<file path="src/rtl/display_scan_ctrl_pkg.sv">
// Shared types and constants for the seven-segment scan controller.
// Package name is disp_pkg; the leading-zero helper is only used when LEADING_ZERO_BLANK_EN is defined.
package disp_pkg;

  localparam int         NUM_DIGITS = 4;
  localparam logic [3:0] ANODE_OFF  = 4'hF;

  typedef enum logic [1:0] {
    IDLE,
    BLANK,
    SHOW
  } scan_state_e;

  // A slot is dark when it and every more-significant digit are zero; digit 0 always shows.
  function automatic logic leadZero(input logic [15:0] digits, input logic [1:0] idx);
    logic allZero;
    allZero = 1'b1;
    for (int i = 0; i < NUM_DIGITS; i++) begin
      if (i >= int'(idx) && digits[4*i +: 4] != 4'd0) allZero = 1'b0;
    end
    return (idx != 2'd0) && allZero;
  endfunction

  function automatic logic [3:0] anodeFor(input logic [1:0] idx);
    return ~(4'b0001 << idx);
  endfunction

endpackage

</file>
<file path="src/rtl/display_scan_ctrl_prescaler.sv">
// Per-slot cycle counter for the scan controller. Flags describe the count the
// prescaler will hold next cycle, so the top level can register its outputs in step.
module scan_prescaler #(
  parameter int CLK_DIV      = 100000,
  parameter int BLANK_CYCLES = 1000
) (
  input  logic clk,
  input  logic reset,
  input  logic run,
  output logic slot_tick,
  output logic slot_last,
  output logic in_blank
);

  localparam int CW = $clog2(CLK_DIV);

  logic [CW-1:0] count_q;
  logic [CW-1:0] count_d;

  assign slot_tick = run && (int'(count_q) == CLK_DIV - 1);

  always_comb begin
    count_d = '0;
    if (run && !slot_tick) count_d = count_q + CW'(1);
  end

  assign in_blank  = int'(count_d) < BLANK_CYCLES;
  assign slot_last = int'(count_d) == CLK_DIV - 1;

  always_ff @(posedge clk or posedge reset) begin
    if (reset) count_q <= '0;
    else       count_q <= count_d;
  end

endmodule

</file>
<file path="src/rtl/display_scan_ctrl.sv">
// Double-buffered 4-digit seven-segment scan controller with per-slot blanking gap.
// Define LEADING_ZERO_BLANK_EN to keep leading-zero digit slots dark.
module display_scan_ctrl
  import disp_pkg::*;
#(
  parameter int CLK_DIV      = 100000,
  parameter int BLANK_CYCLES = 1000
) (
  input  logic        clk,
  input  logic        reset,
  input  logic        enable,
  input  logic        load_valid,
  output logic        load_ready,
  input  logic [15:0] load_digits,
  output logic [1:0]  refreshcounter,
  output logic [3:0]  one_digit,
  output logic [3:0]  anode,
  output logic        blank,
  output logic        frame_done
);

  scan_state_e state_q;
  logic [1:0]  refresh_q;
  logic [3:0]  oneDigit_q;
  logic [3:0]  anode_q;
  logic        blank_q;
  logic        frameDone_q;
  logic        supp_q;
  logic [15:0] active_q;
  logic [15:0] pending_q;
  logic        pendingFull_q;

  logic        slotTick;
  logic        slotLast;
  logic        inBlank;
  logic        copy;
  logic        accept;
  logic        newSlot;
  logic        lzFlag;
  logic        suppNext;
  logic        litNext;
  logic [1:0]  slotIdx;
  logic [1:0]  refreshNext;
  logic [15:0] activeNext;
  logic [3:0]  slotDigit;

  scan_prescaler #(
    .CLK_DIV      (CLK_DIV),
    .BLANK_CYCLES (BLANK_CYCLES)
  ) u_prescaler (
    .clk       (clk),
    .reset     (reset),
    .run       (enable && (state_q != IDLE)),
    .slot_tick (slotTick),
    .slot_last (slotLast),
    .in_blank  (inBlank)
  );

  assign copy       = frameDone_q && pendingFull_q;
  assign accept     = load_valid && !pendingFull_q;
  assign activeNext = copy ? pending_q : active_q;

  // A new slot starts either when scanning leaves IDLE or when the prescaler wraps.
  assign slotIdx     = (state_q == IDLE) ? 2'd0 : refresh_q + 2'd1;
  assign newSlot     = (state_q == IDLE) ? enable : (enable && slotTick);
  assign refreshNext = newSlot ? slotIdx : refresh_q;
  assign slotDigit   = activeNext[{slotIdx, 2'b00} +: 4];

`ifdef LEADING_ZERO_BLANK_EN
  assign lzFlag = leadZero(activeNext, slotIdx);
`else
  assign lzFlag = 1'b0;
`endif

  assign suppNext = newSlot ? lzFlag : supp_q;
  assign litNext  = !inBlank && !suppNext;

  always_ff @(posedge clk or posedge reset) begin
    if (reset) begin
      state_q       <= IDLE;
      refresh_q     <= 2'd0;
      oneDigit_q    <= 4'd0;
      anode_q       <= ANODE_OFF;
      blank_q       <= 1'b1;
      frameDone_q   <= 1'b0;
      supp_q        <= 1'b0;
      active_q      <= 16'd0;
      pending_q     <= 16'd0;
      pendingFull_q <= 1'b0;
    end else begin
      // copy and accept are mutually exclusive: one needs pending full, the other empty
      if (copy) begin
        active_q      <= pending_q;
        pendingFull_q <= 1'b0;
      end
      if (accept) begin
        pending_q     <= load_digits;
        pendingFull_q <= 1'b1;
      end

      if (!enable) begin
        state_q     <= IDLE;
        refresh_q   <= 2'd0;
        anode_q     <= ANODE_OFF;
        blank_q     <= 1'b1;
        frameDone_q <= 1'b0;
      end else begin
        state_q     <= inBlank ? BLANK : SHOW;
        refresh_q   <= refreshNext;
        supp_q      <= suppNext;
        anode_q     <= litNext ? anodeFor(refreshNext) : ANODE_OFF;
        blank_q     <= !litNext;
        frameDone_q <= slotLast && (refreshNext == 2'd3);
        if (newSlot) oneDigit_q <= slotDigit;
      end
    end
  end

  assign load_ready     = !pendingFull_q;
  assign refreshcounter = refresh_q;
  assign one_digit      = oneDigit_q;
  assign anode          = anode_q;
  assign blank          = blank_q;
  assign frame_done     = frameDone_q;

endmodule

</file>
<file path="config.mk">
export PLATFORM = sky130hd
export DESIGN_NAME = display_scan_ctrl
export DESIGN_NICKNAME = d
export VERILOG_FILES = /design/src/rtl/display_scan_ctrl_pkg.sv /design/src/rtl/display_scan_ctrl_prescaler.sv /design/src/rtl/display_scan_ctrl.sv
export SDC_FILE = /design/constraint.sdc
export NUM_CORES = 1
export LEC_CHECK = 0
export ABC_AREA = 1
export CORE_ASPECT_RATIO = 1.2
export CORE_MARGIN = 1.5
export CORE_UTILIZATION = 60
export CTS_CLUSTER_SIZE = 16
export DETAILED_ROUTE_END_ITERATION = 8
export PLACE_DENSITY = 0.81
export SYNTH_ARGS = -nofsm -noshare
export SYNTH_HDL_FRONTEND = slang
export SYNTH_HIERARCHICAL = 1
export SYNTH_SLANG_ARGS = --single-unit
</file>
<file path="constraint.sdc">
create_clock -name clk -period 2.8 [get_ports clk]
set_input_delay 0.56 -clock clk [delete_from_list [all_inputs] [get_ports clk]]
set_output_delay 0.56 -clock clk [all_outputs]
set_load 0.05 [all_outputs]
</file>
== Yosys cells after proc, flatten, opt, wreduce, memory -nomap -nowiden ==
Index checks and enable logic that the tools add are counted.

* Bits in registers: 65
* Bits in latches: 0
* Memory bits (writable): 0
* ROM bits: 0
* Bits of input ports: 20
* Output and inout port bits: 13
* Word-level logic and storage cells: 52
* Memories: 0

* Add/subtract/negate cells: 2
* $mul: 0
* Div/mod/pow operators: 0
* $lt $le $gt $ge: 1
* Eq/ne operators: 3
* Shifts and indexed selects: 2
* Mux-type cells: 15
* Bitwise gates (word level): 1
* Reduce and logical (&&, ||, !) cells: 17

{| class="wikitable"
|+ Operators by type and width
! kind !! number
|-
| $eq A17 B16 Y1 const B || 2
|-
| $add A17 B1 Y17 const B || 1
|-
| $lt A17 B10 Y1 const B || 1
|-
| $mux W17 || 1
|-
| $mux W16 || 1
|-
| $shiftx A16 B5 Y4 || 1
|-
| $mux W2 || 5
|-
| $logic_and A1 B1 Y1 || 8
|-
| $mux W4 || 2
|-
| $mux W1 || 6
|-
| $logic_not A1 Y1 || 5
|-
| $not A4 Y4 || 1
|-
| $reduce_bool A2 Y1 || 2
|-
| $shl A1 B2 Y4 const A || 1
|-
| $add A2 B1 Y2 const B || 1
|-
| $eq A2 B2 Y1 const B || 1
|-
| $logic_not A2 Y1 || 1
|-
| $reduce_and A2 Y1 || 1
|}

== Longest topological paths before layout ==
Gate-level depths: netlist (run 1).

* Word-level depth: 11
* Depth in mapped cells: 16
* Depth with buffers taken out: 16

== Hierarchy ==
Netlist (run 1), hierarchy kept.

{| class="wikitable"
|+ By module, submodules not included
! module !! instances !! cells each !! area each (um^2) !! seq. area each (um^2)
|-
| display_scan_ctrl || 1 || 215 || 2043.2 || 1207.4
|-
| scan_prescaler || 1 || 170 || 1139.8 || 425.4
|}

== Worst setup path before layout (run 1) ==
OpenSTA, ideal clock, no wires.

* Kind: register -> register
* Start: register u_prescaler.count_q[0]
* End: register anode_q[2] (netlist: anode[2])
* Library setup time: 87 ps
* Arrival: 1813 ps
* Data required time: 2713 ps
* Slack: 901 ps
* Cell stages (with the launch flop): 17
* Buffers on the path: 0
* Period minus slack after synthesis: 1899 ps
* Path through: dfrtp_1 ha_1 nand2_1 nor2_4 nand2_1 nand2_1 nand2_1 nor2_1 nand2_1 nor2_1 nand3_1 nand2_1 nor2_1 nor2_1 inv_1 nor2_2 nand3_1

* Word-level cells in the longest chain between the ends: 10
* Elaborated cells on any way between the ends: 18
* Those cells by class: 1 x add/sub; 1 x order compare; 1 x eq/ne; 1 x shift; 6 x mux; 1 x bitwise; 7 x reduce/logical

{| class="wikitable"
|+ RTL lines
! item !! RTL line !! text
|-
| from (decl) || display_scan_ctrl_prescaler.sv:17 || <nowiki>logic [CW-1:0] count_q;</nowiki>
|-
| from (signal assigned) || display_scan_ctrl_prescaler.sv:32 || <nowiki>else count_q <= count_d;</nowiki>
|-
| parallel branches: the longest is 4 deep, another holds $add A17 B1 Y17 || -- ||
|-
| $mux W17 * || display_scan_ctrl_prescaler.sv:24 || <nowiki>if (run && !slot_tick) count_d = count_q + CW'(1);</nowiki>
|-
| $lt A17 B10 Y1 * || display_scan_ctrl_prescaler.sv:27 || <nowiki>assign in_blank = int'(count_d) < BLANK_CYCLES;</nowiki>
|-
| via inBlank || display_scan_ctrl.sv:35 || <nowiki>logic inBlank;</nowiki>
|-
| $logic_not A1 Y1 * || display_scan_ctrl.sv:76 || <nowiki>assign litNext = !inBlank && !suppNext;</nowiki>
|-
| $logic_and A1 B1 Y1 * || display_scan_ctrl.sv:76 ||
|-
| $mux W4 * || display_scan_ctrl.sv:111 || <nowiki>anode_q <= litNext ? anodeFor(refreshNext) : ANODE_OFF;</nowiki>
|-
| $mux W4 * || display_scan_ctrl.sv:101 || <nowiki>if (!enable) begin</nowiki>
|-
| to (signal assigned) || display_scan_ctrl.sv:111 ||
|-
| to (decl) || display_scan_ctrl.sv:25 || <nowiki>logic [3:0] anode_q;</nowiki>
|}

Mark *: on every way through the listed nets, which the timed path passes.
A chain may end at the register's enable or synchronous reset.

== Worst setup path in the final report (run 1) ==
* Start: register u_prescaler.count_q[0]
* End: register anode_q[3] (netlist: anode[3])

The elaborated chain is that of the path after synthesis.

==> flow_summary.json, run 1 <==
{
  "outcome": "complete, no violations",
  "initial_core_util_pct": 63.5,
  "grt_pass1_vias": 2514,
  "worstHoldStart": "active_q[10]$_DFF_PP0_",
  "synth_area_leader_cell": "dfrtp_1",
  "placed_area_mm2": 0.00355,
  "drive_gt1_share_pct": 13.0,
  "peakVddDrop_mv": 0.312,
  "max_freq_mhz": 432,
  "holdPathEnd": "active_q[10]$_DFF_PP0_",
  "stdcell_count": 491,
  "vias": 2544,
  "cp_cell_sequence": "ha_1 -> nand2_1 -> nor2_4 -> nand2_1 -> nand2_1 -> nand2_1 -> nor2_1 -> nand2_1 -> nor2_1 -> nand3_1 -> nand2_1 -> nor2_1 -> nor2_1 -> inv_1 -> nor2_2 -> nand3_1",
  "cts_made_buffers": 9,
  "drt.antenna.violating_nets": 0,
  "area_growth_pct": 19.5,
  "drt-vias-per-instance": 5.18,
  "fill_cells": 369,
  "required_ns": 3.07,
  "drt_first_pass_iters": 4,
  "reg2reg_setup_slack_ns": 0.48,
  "synth_nets": 406,
  "ys_warn_count": 6,
  "min_period_over_period_pct": 82.7,
  "cpMaxStageDelayCell": "dfrtp_1",
  "path_class": "reg -> reg",
  "cts_resized": 0,
  "place_inst": 475,
  "regArea_mm2": 0.00163,
  "grt_usage_pct": 25.4,
  "core_mm2": 0.00501,
  "synth_seq_cells": 65,
  "synthDistinctLibCells": 27,
  "slew-limit-headroom_pct": 42.4,
  "r2r-start": "u_prescaler/count_q[0]$_DFF_PP0_",
  "seq_area_frac_synth_pct": 51.3,
  "tns_ns": 0,
  "grt_pass1_wl_um": 11200,
  "hold_path_class": "reg -> reg",
  "cp_num_buf_inv": 1,
  "powerDensity_mw_per_mm2": 550,
  "rr_worst_depth": 16,
  "cts_setup_buffers": 0,
  "holdWs_ns": 0.486,
  "cts_sinks": 65,
  "overflow": 0,
  "drc": 0,
  "die_height_um": 82.8,
  "grt_max_degree": 30,
  "hold_viol": 0,
  "ctsHoldBuffers": 0,
  "io_buffers": 32,
  "synth_area_per_cell_um2": 8.27,
  "antenna_cells": 0,
  "cpPeakStageDelay_ns": 0.39,
  "wl_per_cell_um": 13.5,
  "critPathTopFamily": "simple AND/OR/NAND/NOR gates",
  "reg2reg_to": "anode[3]$_DFF_PP1_",
  "crit_arrival_ns": 2.58,
  "pin_count": 33,
  "dp_hpwl_um": 4840,
  "cp_max_fo": 7,
  "period_needed_ns": 2.32,
  "cts_root_buf": "clkbuf_8",
  "num_rows": 28,
  "clkTransAtPathRegs_ns": 0.07,
  "grt_antenna_before_repair": 0,
  "worstSkewPairLatency_ns": 0.34,
  "synth_top_area_share_pct": 47.2,
  "finalSetupViolCount": 0,
  "drv_cap": 0,
  "postRouteWirelength_um": 6620,
  "drtIter0Drc": 202,
  "gp_congestion": 0.920,
  "hold_depth": 2,
  "crit_top_cell": "nand2_1",
  "p_leak_nw": 2.03,
  "rsz0062_at_grt": "false",
  "fin_nets": 447,
  "start_kind": "flip-flop",
  "ys_top_cells_by_area": "dfrtp_1, nand2_1, inv_1",
  "maxSlewViolCount": 0,
  "htree_num_levels": 3,
  "cts_tree": "done",
  "netlist_area_mm2": 0.00318,
  "skew_ns": 0.00659,
  "die_w_um": 69.5,
  "syn_inst": 385,
  "multi_input_area_mm2": 0.00126,
  "dieArea_mm2": 0.00575,
  "end_kind": "flip-flop",
  "max-clock-path-buffers": 2,
  "tightest_slew_ns": 0.862,
  "final_cell_area_mm2": 0.00380
}
sequential cells by signal, indices dropped and copies added, names as in the netlist:
| name | count |
|---|---|
| active_q | 16 |
| anode | 4 |
| blank | 1 |
| frame_done | 1 |
| one_digit | 4 |
| pendingFull_q | 1 |
| pending_q | 16 |
| refreshcounter | 2 |
| state_q | 2 |
| supp_q | 1 |
| u_prescaler/count_q | 17 |
placed cells by master (no fill, tap or decap), types with 3 or more instances in the layout:
master / count
o21bai_1: 3
bufinv_16: 3
clkbuf_8: 10
nor2_1: 49
xnor2_1: 3
inv_1: 61
clkdlybuf4s50_1: 32
nand3_1: 33
nor2_2: 3
nand4_1: 4
o21ai_1: 7
nand2_2: 3
buf_4: 3
mux2_2: 16
xor2_1: 3
o21ai_0: 8
dfrtp_1: 60
nand2_1: 106
dfstp_2: 5
cell families (layout without fill, tap and decap cells):
family | Yosys count | after routing | synth area share, %
AOI/OAI and AO/OA | 20 | 20 | 3.62
xor gates and xnor gates | 6 | 6 | 1.65
adders and majority gates | 1 | 1 | 0.393
buffers and inverters | 69 | 115 | 9.12
DFF | 65 | 65 | 51.3
muxes | 16 | 16 | 5.66
and+or+nand+nor | 208 | 208 | 28.3
where the power goes:
| part | internal, W | switching [W] |
|---|---|---|
| Sequential | 0.000949 | 0.00000898 |
| Combinational | 0.0000548 | 0.0000937 |
| Clock | 0.000618 | 0.000369 |
| Total | 0.00162 | 0.000472 |
tightest hold or removal path: stages, from the launching register on:
cell and delay (ns):
dfrtp_1 0.33, nand2_1 0.05, nand2_1 0.08
layer usage:
| layer | GRT usage [%] | vias to the layer above | wire length [um] |
|---|---|---|---|
| li1 | - | 1274 | - |
| met1 | 29.5 | 1181 | 2670 |
| met2 | 45.8 | 73 | 3510 |
| met3 | 5.07 | 16 | 280 |
| met4 | 12.4 | 0 | 155 |
| met5 | 0 | - | 0 |
through the flow:
| step | utilization (%) | setup slack [ns] | total power [W] |
|---|---|---|---|
| 2_1_floorplan | - | 0.901 | 0.00106 |
| 3_3_place_gp | 70.9 | 0.279 | 0.00112 |
| 3_5_place_dp | 70.9 | 0.185 | 0.00112 |
| 4_1_cts | 75.9 | 0.479 | 0.00211 |
| 5_1_grt | 75.9 | 0.252 | 0.00217 |
| 6_report | 75.9 | 0.485 | 0.00209 |
cells in the mapped netlist:
| cell | count |
|---|---|
| nand3_2 | 1 |
| o21bai_1 | 3 |
| o21ai_0 | 8 |
| buf_6 | 4 |
| o21ai_1 | 7 |
| inv_2 | 1 |
| xor2_1 | 3 |
| dfrtp_1 | 60 |
| clkinv_1 | 1 |
| nor3_2 | 1 |
| inv_1 | 62 |
| nor2_1 | 49 |
| nand2_4 | 2 |
| nor2_4 | 2 |
| dfstp_2 | 5 |
| a21oi_2 | 2 |
| nor3_1 | 2 |
| nand3b_1 | 2 |
| xnor2_1 | 3 |
| mux2_2 | 16 |
| nand2_2 | 3 |
| nand4_1 | 4 |
| buf_2 | 1 |
| nand2_1 | 106 |
| ha_1 | 1 |
| nor2_2 | 3 |
| nand3_1 | 33 |
cell type report:
type | instances | share of cell area [%]
repair buffers | 35 | 9.01
flip-flops and latches | 65 | 42.9
multi-input cells | 251 | 33.1
clock inverters | 6 | 3.03
clock buffers | 10 | 3.62
well taps | 60 | 1.97
inverters | 64 | 6.32
how the worst max path moves through the flow:
stage / startpoint / to / slack, ns / cells after the start
final: u_prescaler/count_q[0]$_DFF_PP0_ / anode[3]$_DFF_PP1_ / 0.48 / 16
after floorplan: u_prescaler/count_q[0]$_DFF_PP0_ / anode[2]$_DFF_PP1_ / 0.90 / 16
after global placement: enable / anode[3]$_DFF_PP1_ / 0.28 / 12
after global routing: u_prescaler/count_q[0]$_DFF_PP0_ / anode[2]$_DFF_PP1_ / 0.25 / 16
after detailed placement: enable / anode[3]$_DFF_PP1_ / 0.18 / 12
after CTS: u_prescaler/count_q[0]$_DFF_PP0_ / anode[3]$_DFF_PP1_ / 0.48 / 16
(Power assumes the default switching activity.)
==> inputs of run 2 (changes only) <==
--- a/config.mk
+++ b/config.mk
@@ -8,10 +8,10 @@
 export ABC_AREA = 1
 export CORE_ASPECT_RATIO = 1.2
 export CORE_MARGIN = 1.5
-export CORE_UTILIZATION = 60
+export CORE_UTILIZATION = 56
 export CTS_CLUSTER_SIZE = 16
 export DETAILED_ROUTE_END_ITERATION = 8
-export PLACE_DENSITY = 0.81
+export PLACE_DENSITY = 0.76
 export SYNTH_ARGS = -nofsm -noshare
 export SYNTH_HDL_FRONTEND = slang
 export SYNTH_HIERARCHICAL = 1
==> constraint.sdc (replaced) <==
create_clock -name clk -period 2.28 [get_ports clk]
set_input_delay 0.456 -clock clk [delete_from_list [all_inputs] [get_ports clk]]
set_output_delay 0.456 -clock clk [all_outputs]
set_load 0.05 [all_outputs]
==> run 2 against run 1 <==
Net effect:
- total power rose by 17%
- global-route usage decreased by 2.7 points
- non-clock buffer count is 8 higher
- utilization decreased by 4.3 points
- flip-flop and latch count unchanged
- clock skew increased by 0.0012 ns
- sequential share of layout area is 0.47 points lower
- sequential power grew 23%
==> flow_summary.json, run 2 (synthesis results as in run 1) <==
{
  "outcome": "complete, no violations",
  "gp_congestion": 0.862,
  "post-route-util_pct": 71.6,
  "top_register": "u_prescaler/count_q",
  "slew-limit-headroom_pct": 56.2,
  "num_rows": 29,
  "die_w_um": 71.8,
  "skew_ns": 0.00781,
  "rsz0062_at_grt": "false",
  "antenna_cells": 0,
  "p_sw_w": 0.000530,
  "area_growth_pct": 20.8,
  "core_mm2": 0.00537,
  "grt_max_degree": 22,
  "crit_arrival_ns": 1.69,
  "grt_usage_pct": 22.7,
  "drtIter0Drc": 172,
  "cpPeakStageDelay_ns": 0.82,
  "postRouteWirelength_um": 6470,
  "vias": 2524,
  "start_kind": "flip-flop",
  "cts_sinks": 65,
  "overflow": 0,
  "hold_path_class": "in -> async",
  "fill_cells": 425,
  "grt_antenna_before_repair": 0,
  "path_class": "reg -> out",
  "stdcell_count": 501,
  "cts_made_buffers": 9,
  "worstSkewPairLatency_ns": 0.34,
  "wl_per_cell_um": 12.9,
  "tightest_slew_ns": 0.657,
  "die_height_um": 85.6,
  "period_needed_ns": 2.14,
  "largestRegisters": "u_prescaler/count_q (17), active_q (16), pending_q (16)",
  "drc": 0,
  "grt_pass1_vias": 2489,
  "cp_max_fo": 3,
  "grt_pass1_wl_um": 10700,
  "swShare_pct": 21.7,
  "drive_gt1_share_pct": 14.4,
  "r2r-start": "u_prescaler/count_q[1]$_DFF_PP0_",
  "reg2reg_setup_slack_ns": 0.21,
  "p_int_w": 0.00192,
  "p_leak_nw": 2.05,
  "maxSlewViolCount": 0,
  "drv_cap": 0,
  "drt_first_pass_iters": 6,
  "drt-vias-per-instance": 5.04,
  "largest_reg_flops": 17,
  "peakVddDrop_mv": 0.407,
  "clkPwrFrac_pct": 44.3,
  "dieArea_mm2": 0.00615,
  "place_inst": 484,
  "drt.antenna.violating_nets": 0,
  "min_period_over_period_pct": 93.9,
  "pin_count": 33,
  "max_freq_mhz": 467,
  "cp_cell_sequence": "inv_1 -> clkdlybuf4s50_1",
  "p_comb_share_pct": 7.7,
  "finalSetupViolCount": 0,
  "io_buffers": 32,
  "dp_hpwl_um": 4840,
  "hold_viol": 0,
  "max-clock-path-buffers": 2,
  "cts_tree": "done",
  "htree_num_levels": 3,
  "clkTransAtPathRegs_ns": 0.07,
  "rr_worst_depth": 16,
  "layout_common_cells": "nand2_1, inv_1, dfrtp_1",
  "initial_core_util_pct": 59.3,
  "reg2reg_to": "anode[1]$_DFF_PP1_",
  "required_ns": 1.82,
  "cpMaxStageDelayCell": "clkdlybuf4s50_1",
  "setup_ws_ns": 0.138,
  "place_ws_ns": -0.0234,
  "cts_root_buf": "clkbuf_8",
  "final_common_cell": "nand2_1",
  "powerDensity_mw_per_mm2": 636,
  "end_kind": "output pin",
  "fin_nets": 455,
  "pwr-share-seq_pct": 48.0
}
==> run 2: how the worst max path moves through the flow <==
| stage | start | cells past startpoint | endpoint | slack, ns |
|---|---|---|---|---|
| global placement | enable | 13 | anode[3]$_DFF_PP1_ | 0.06 |
| finish | pendingFull_q$_DFFE_PP0P_ | 2 | load_ready | 0.14 |
| detailed placement | enable | 13 | anode[2]$_DFF_PP1_ | -0.02 |
| CTS | u_prescaler/count_q[0]$_DFF_PP0_ | 16 | anode[1]$_DFF_PP1_ | 0.02 |
| global route | u_prescaler/count_q[7]$_DFF_PP0_ | 15 | anode[1]$_DFF_PP1_ | 0.005 |
| floorplan | u_prescaler/count_q[0]$_DFF_PP0_ | 16 | anode[2]$_DFF_PP1_ | 0.38 |
==> run 2: metal layers <==
metal  vias to the layer above  global-route usage (%)  share of wire (%)
li1                       1289                       -                  -
met1                      1182                    24.7                 40
met2                        42                    41.3                 54
met3                        11                    5.17                3.2
met4                         0                    10.3                2.4
met5                         -                       0                  0
==> run 2: through the flow <==
stage / hold WS, ns / cell area, um2 / power (W) / setup TNS [ns]
final: 0.424 / 3850 / 0.00245 / 0
after detailed placement: 0.463 / 3610 / 0.00138 / -0.0621
after global routing: 0.454 / 3850 / 0.00253 / 0
after global placement: 0.454 / 3610 / 0.00138 / 0
after floorplan: 0.382 / 3180 / 0.00130 / 0
after CTS: 0.428 / 3830 / 0.00247 / 0
==> run 2: what timing repair did <==
item,4_1_cts,5_1_grt
hold buffers,0,0
hold endpoints to repair,0,0
setup endpoints to repair,0,5
gates resized for setup,0,3
setup buffers,0,1
==> run 2: power groups by stage <==
| stage | clock network [W] | logic (W) | registers, W |
|---|---|---|---|
| final | 0.00108 | 0.000188 | 0.00118 |
| after global routing | 0.00115 | 0.000207 | 0.00118 |
| after CTS | 0.00110 | 0.000188 | 0.00118 |
| after detailed placement | 0 | 0.000188 | 0.00120 |
| after global placement | 0 | 0.000185 | 0.00120 |
| after floorplan | 0 | 0.0000716 | 0.00123 |
==> run 2: critical path, delay by kind of cell (launching register included) <==
kind / cells / cell delay, ns
DFF: 1 / 0.39
buffers and inverters: 2 / 0.96
==> run 2: area by class of cell <==
cell class	count	area, um2	area share, %
sequential	65	1630	42.5
inverter	64	240	6.25
multi-input combinational	251	1270	33.0
clock inverter	2	60.1	1.56
clock buffer	14	163	4.23
tap	62	77.6	2.02
timing repair buffer	43	403	10.5
==> inputs of run 3 (changes only) <==
--- a/config.mk
+++ b/config.mk
@@ -5,13 +5,14 @@
 export SDC_FILE = /design/constraint.sdc
 export NUM_CORES = 1
 export LEC_CHECK = 0
-export ABC_AREA = 1
 export CORE_ASPECT_RATIO = 1.2
 export CORE_MARGIN = 1.5
-export CORE_UTILIZATION = 56
+export CORE_UTILIZATION = 60
 export CTS_CLUSTER_SIZE = 16
 export DETAILED_ROUTE_END_ITERATION = 8
-export PLACE_DENSITY = 0.76
+export DONT_BUFFER_PORTS = 1
+export PLACE_DENSITY = 0.73
+export SLEW_MARGIN = 40
 export SYNTH_ARGS = -nofsm -noshare
 export SYNTH_HDL_FRONTEND = slang
 export SYNTH_HIERARCHICAL = 1
==> run 3 against run 2 <==
Net effect:
- global-route usage grew 3.8 points
- register-to-register slack lost 0.16 ns
- via count grew 0.79%
- combinational power shrank 50%
- clock power is essentially flat
- die area shrank 1.3%
- non-clock buffer count shrank 2
- wire length grew 16%
- largest cell class unchanged
==> flow_summary.json, run 3 <==
{
  "regArea_mm2": 0.00164,
  "startpoint": "u_prescaler/count_q[5]$_DFF_PP0_",
  "synth_top_area_share_pct": 44.6,
  "grt_pass1_vias": 2512,
  "layout_common_cells": "dfrtp_1, buf_4, nor2_1",
  "antenna_cells": 0,
  "tightest_slew_ns": 0.712,
  "crit_arrival_ns": 2.51,
  "top_register": "u_prescaler/count_q",
  "die_height_um": 85.0,
  "dp_hpwl_um": 5270,
  "ys_warn_count": 6,
  "cts_tree": "done",
  "ys_top_cells_by_area": "dfrtp_1, mux2_2, dfstp_2",
  "synth_area_per_cell_um2": 11.0,
  "cts_root_buf": "clkbuf_8",
  "synth_area_leader_cell": "dfrtp_1",
  "worstSkewPairLatency_ns": 0.35,
  "reg2reg_to": "anode[2]$_DFF_PP1_",
  "top_usage_layer": "met2",
  "drtIter0Drc": 192,
  "endpoint": "anode[2]$_DFF_PP1_",
  "drive_gt1_share_pct": 35.5,
  "synth_most_common_cell": "dfrtp_1",
  "fin_nets": 360,
  "cp_max_fo": 4,
  "dieArea_mm2": 0.00607,
  "end_kind": "flip-flop",
  "fill_cells": 418,
  "placed_area_mm2": 0.00359,
  "overflow": 0,
  "largest_reg_flops": 17,
  "ctsHoldBuffers": 0,
  "synth_edf_count": 0,
  "finalSetupViolCount": 0,
  "htree_num_levels": 3,
  "netlist_area_mm2": 0.00336,
  "reg2reg_setup_slack_ns": 0.05,
  "path_class": "reg -> reg",
  "io_buffers": 0,
  "maxSlewViolCount": 0,
  "slew-limit-headroom_pct": 52.5,
  "peakVddDrop_mv": 0.469,
  "hold_viol": 0,
  "postRouteWirelength_um": 7530,
  "start_kind": "flip-flop",
  "core_mm2": 0.00533,
  "powerDensity_mw_per_mm2": 610,
  "use_met3_pct": 5.70,
  "final_cell_area_mm2": 0.00394,
  "grt_antenna_before_repair": 0,
  "drt-vias-per-instance": 6.27,
  "drc": 0,
  "min_period_over_period_pct": 98.0,
  "area_growth_pct": 17.1,
  "max_freq_mhz": 447,
  "drt.antenna.violating_nets": 0,
  "drv_cap": 0,
  "die_w_um": 71.3,
  "synthFlopType": "dfrtp_1",
  "grt_usage_pct": 26.5,
  "cts_made_buffers": 9,
  "wl_per_cell_um": 18.6,
  "grt_pass1_wl_um": 12300,
  "seq_area_frac_synth_pct": 48.5,
  "synthDistinctLibCells": 68,
  "num_rows": 29,
  "max-clock-path-buffers": 2,
  "gp_congestion": 0.903,
  "final_common_cell": "dfrtp_1",
  "p_leak_nw": 1.83,
  "rsz0062_at_grt": "true",
  "synth_seq_cells": 65,
  "initial_core_util_pct": 63.1,
  "largestRegisters": "u_prescaler/count_q (17), active_q (16), pending_q (16)",
  "r2r-start": "u_prescaler/count_q[5]$_DFF_PP0_",
  "drt_first_pass_iters": 4,
  "outcome": "complete, no violations",
  "stdcell_count": 406,
  "skew_ns": 0.0107,
  "synth_nets": 328,
  "clkTransAtPathRegs_ns": 0.08,
  "period_needed_ns": 2.23,
  "multi_input_area_mm2": 0.00163,
  "grt_use_met2_pct": 46.7,
  "place_inst": 384,
  "vias": 2544,
  "grt_max_degree": 49,
  "synth.cells.most_frequent": "dfrtp_1, nor2_1, mux2_2",
  "hold_path_class": "in -> async",
  "async_reset_ff_share_pct": 100,
  "cts_sinks": 65,
  "rr_worst_depth": 8,
  "pin_count": 33,
  "use_met1_pct": 30.6,
  "required_ns": 2.55,
  "syn_inst": 307
}
-- run 3: cell types whose count changed in the layout (fill, tap and decap cells not counted), moves of 25 or more --
cell	before	now
clkdlybuf4s50_1	32	0
nor2_1	49	24
inv_1	61	9
nand3_1	33	7
buf_4	11	38
nand2_1	105	14
-- run 3: cell families (layout without fill, tap and decap cells) --
logic type | count (synthesis) | count (layout) | synth area share, %
adders and majority gates | 1 | 1 | 0.372
xor gates and xnor gates | 15 | 15 | 3.91
buffers and inverters | 30 | 67 | 5.39
DFF | 65 | 65 | 48.5
muxes | 25 | 25 | 8.67
AOI/OAI and AO/OA | 65 | 65 | 14.6
and+or+nand+nor | 106 | 106 | 18.5
-- run 3: area by class of cell --
cell class,count,share of cell area [%]
multi-input cells,212,41.4
well taps,62,1.97
clock buffers,9,3.15
flip-flops and latches,65,41.6
repair buffers,41,8.55
inverters,10,0.953
clock inverters,7,2.41
-- run 3: per-layer routing --
| metal | up-vias | routed length (um) |
|---|---|---|
| li1 | 1190 | - |
| met1 | 1260 | 2920 |
| met2 | 74 | 4050 |
| met3 | 20 | 361 |
| met4 | 0 | 194 |
| met5 | - | 0 |
-- run 3: through the flow --
stage	setup WS, ns	setup TNS (ns)	power, W	hold WS [ns]	util [%]
after global placement	0.0596	0	0.00133	0.461	67.4
after detailed placement	-0.0432	-0.107	0.00133	0.467	67.4
final	0.0453	0	0.00240	0.0991	73.8
after CTS	0.00842	0	0.00241	0.120	71.6
after global routing	-0.0689	-0.220	0.00248	0.162	73.8
after floorplan	-0.117	-0.299	0.00130	0.382	-
-- run 3: worst min-delay path by stage --
stage | from | endpoint | slack, ns
CTS | reset | u_prescaler/count_q[2]$_DFF_PP0_ | 0.12
global placement | active_q[15]$_DFF_PP0_ | active_q[15]$_DFF_PP0_ | 0.46
finish | reset | u_prescaler/count_q[5]$_DFF_PP0_ | 0.1
floorplan | reset | u_prescaler/count_q[10]$_DFF_PP0_ | 0.38
global route | reset | u_prescaler/count_q[5]$_DFF_PP0_ | 0.16
detailed placement | active_q[13]$_DFF_PP0_ | active_q[13]$_DFF_PP0_ | 0.47
-- run 3: power by group --
group | switching (W) | total (W) | internal, W | leakage (nW)
logic | 0.0000548 | 0.0000945 | 0.0000397 | 0.866
registers | 0.0000426 | 0.00122 | 0.00118 | 0.855
clock network | 0.000473 | 0.00109 | 0.000615 | 0.109
-- run 3: repair_timing --
action | in CTS | in global routing
pin swaps | 0 | 7
buffers inserted | 0 | 6
endpoints found under the setup margin | 4 | 12
gates resized for setup | 1 | 13
-- run 3: critical path, stage by stage (launching register included) --
cell,delay [ns]
dfrtp_1,0.41
nand2_2,0.10
or4_4,0.49
a211o_1,0.29
nor4_2,0.32
a211oi_1,0.09
nor2b_1,0.15
a21boi_4,0.22
nand2_1,0.07
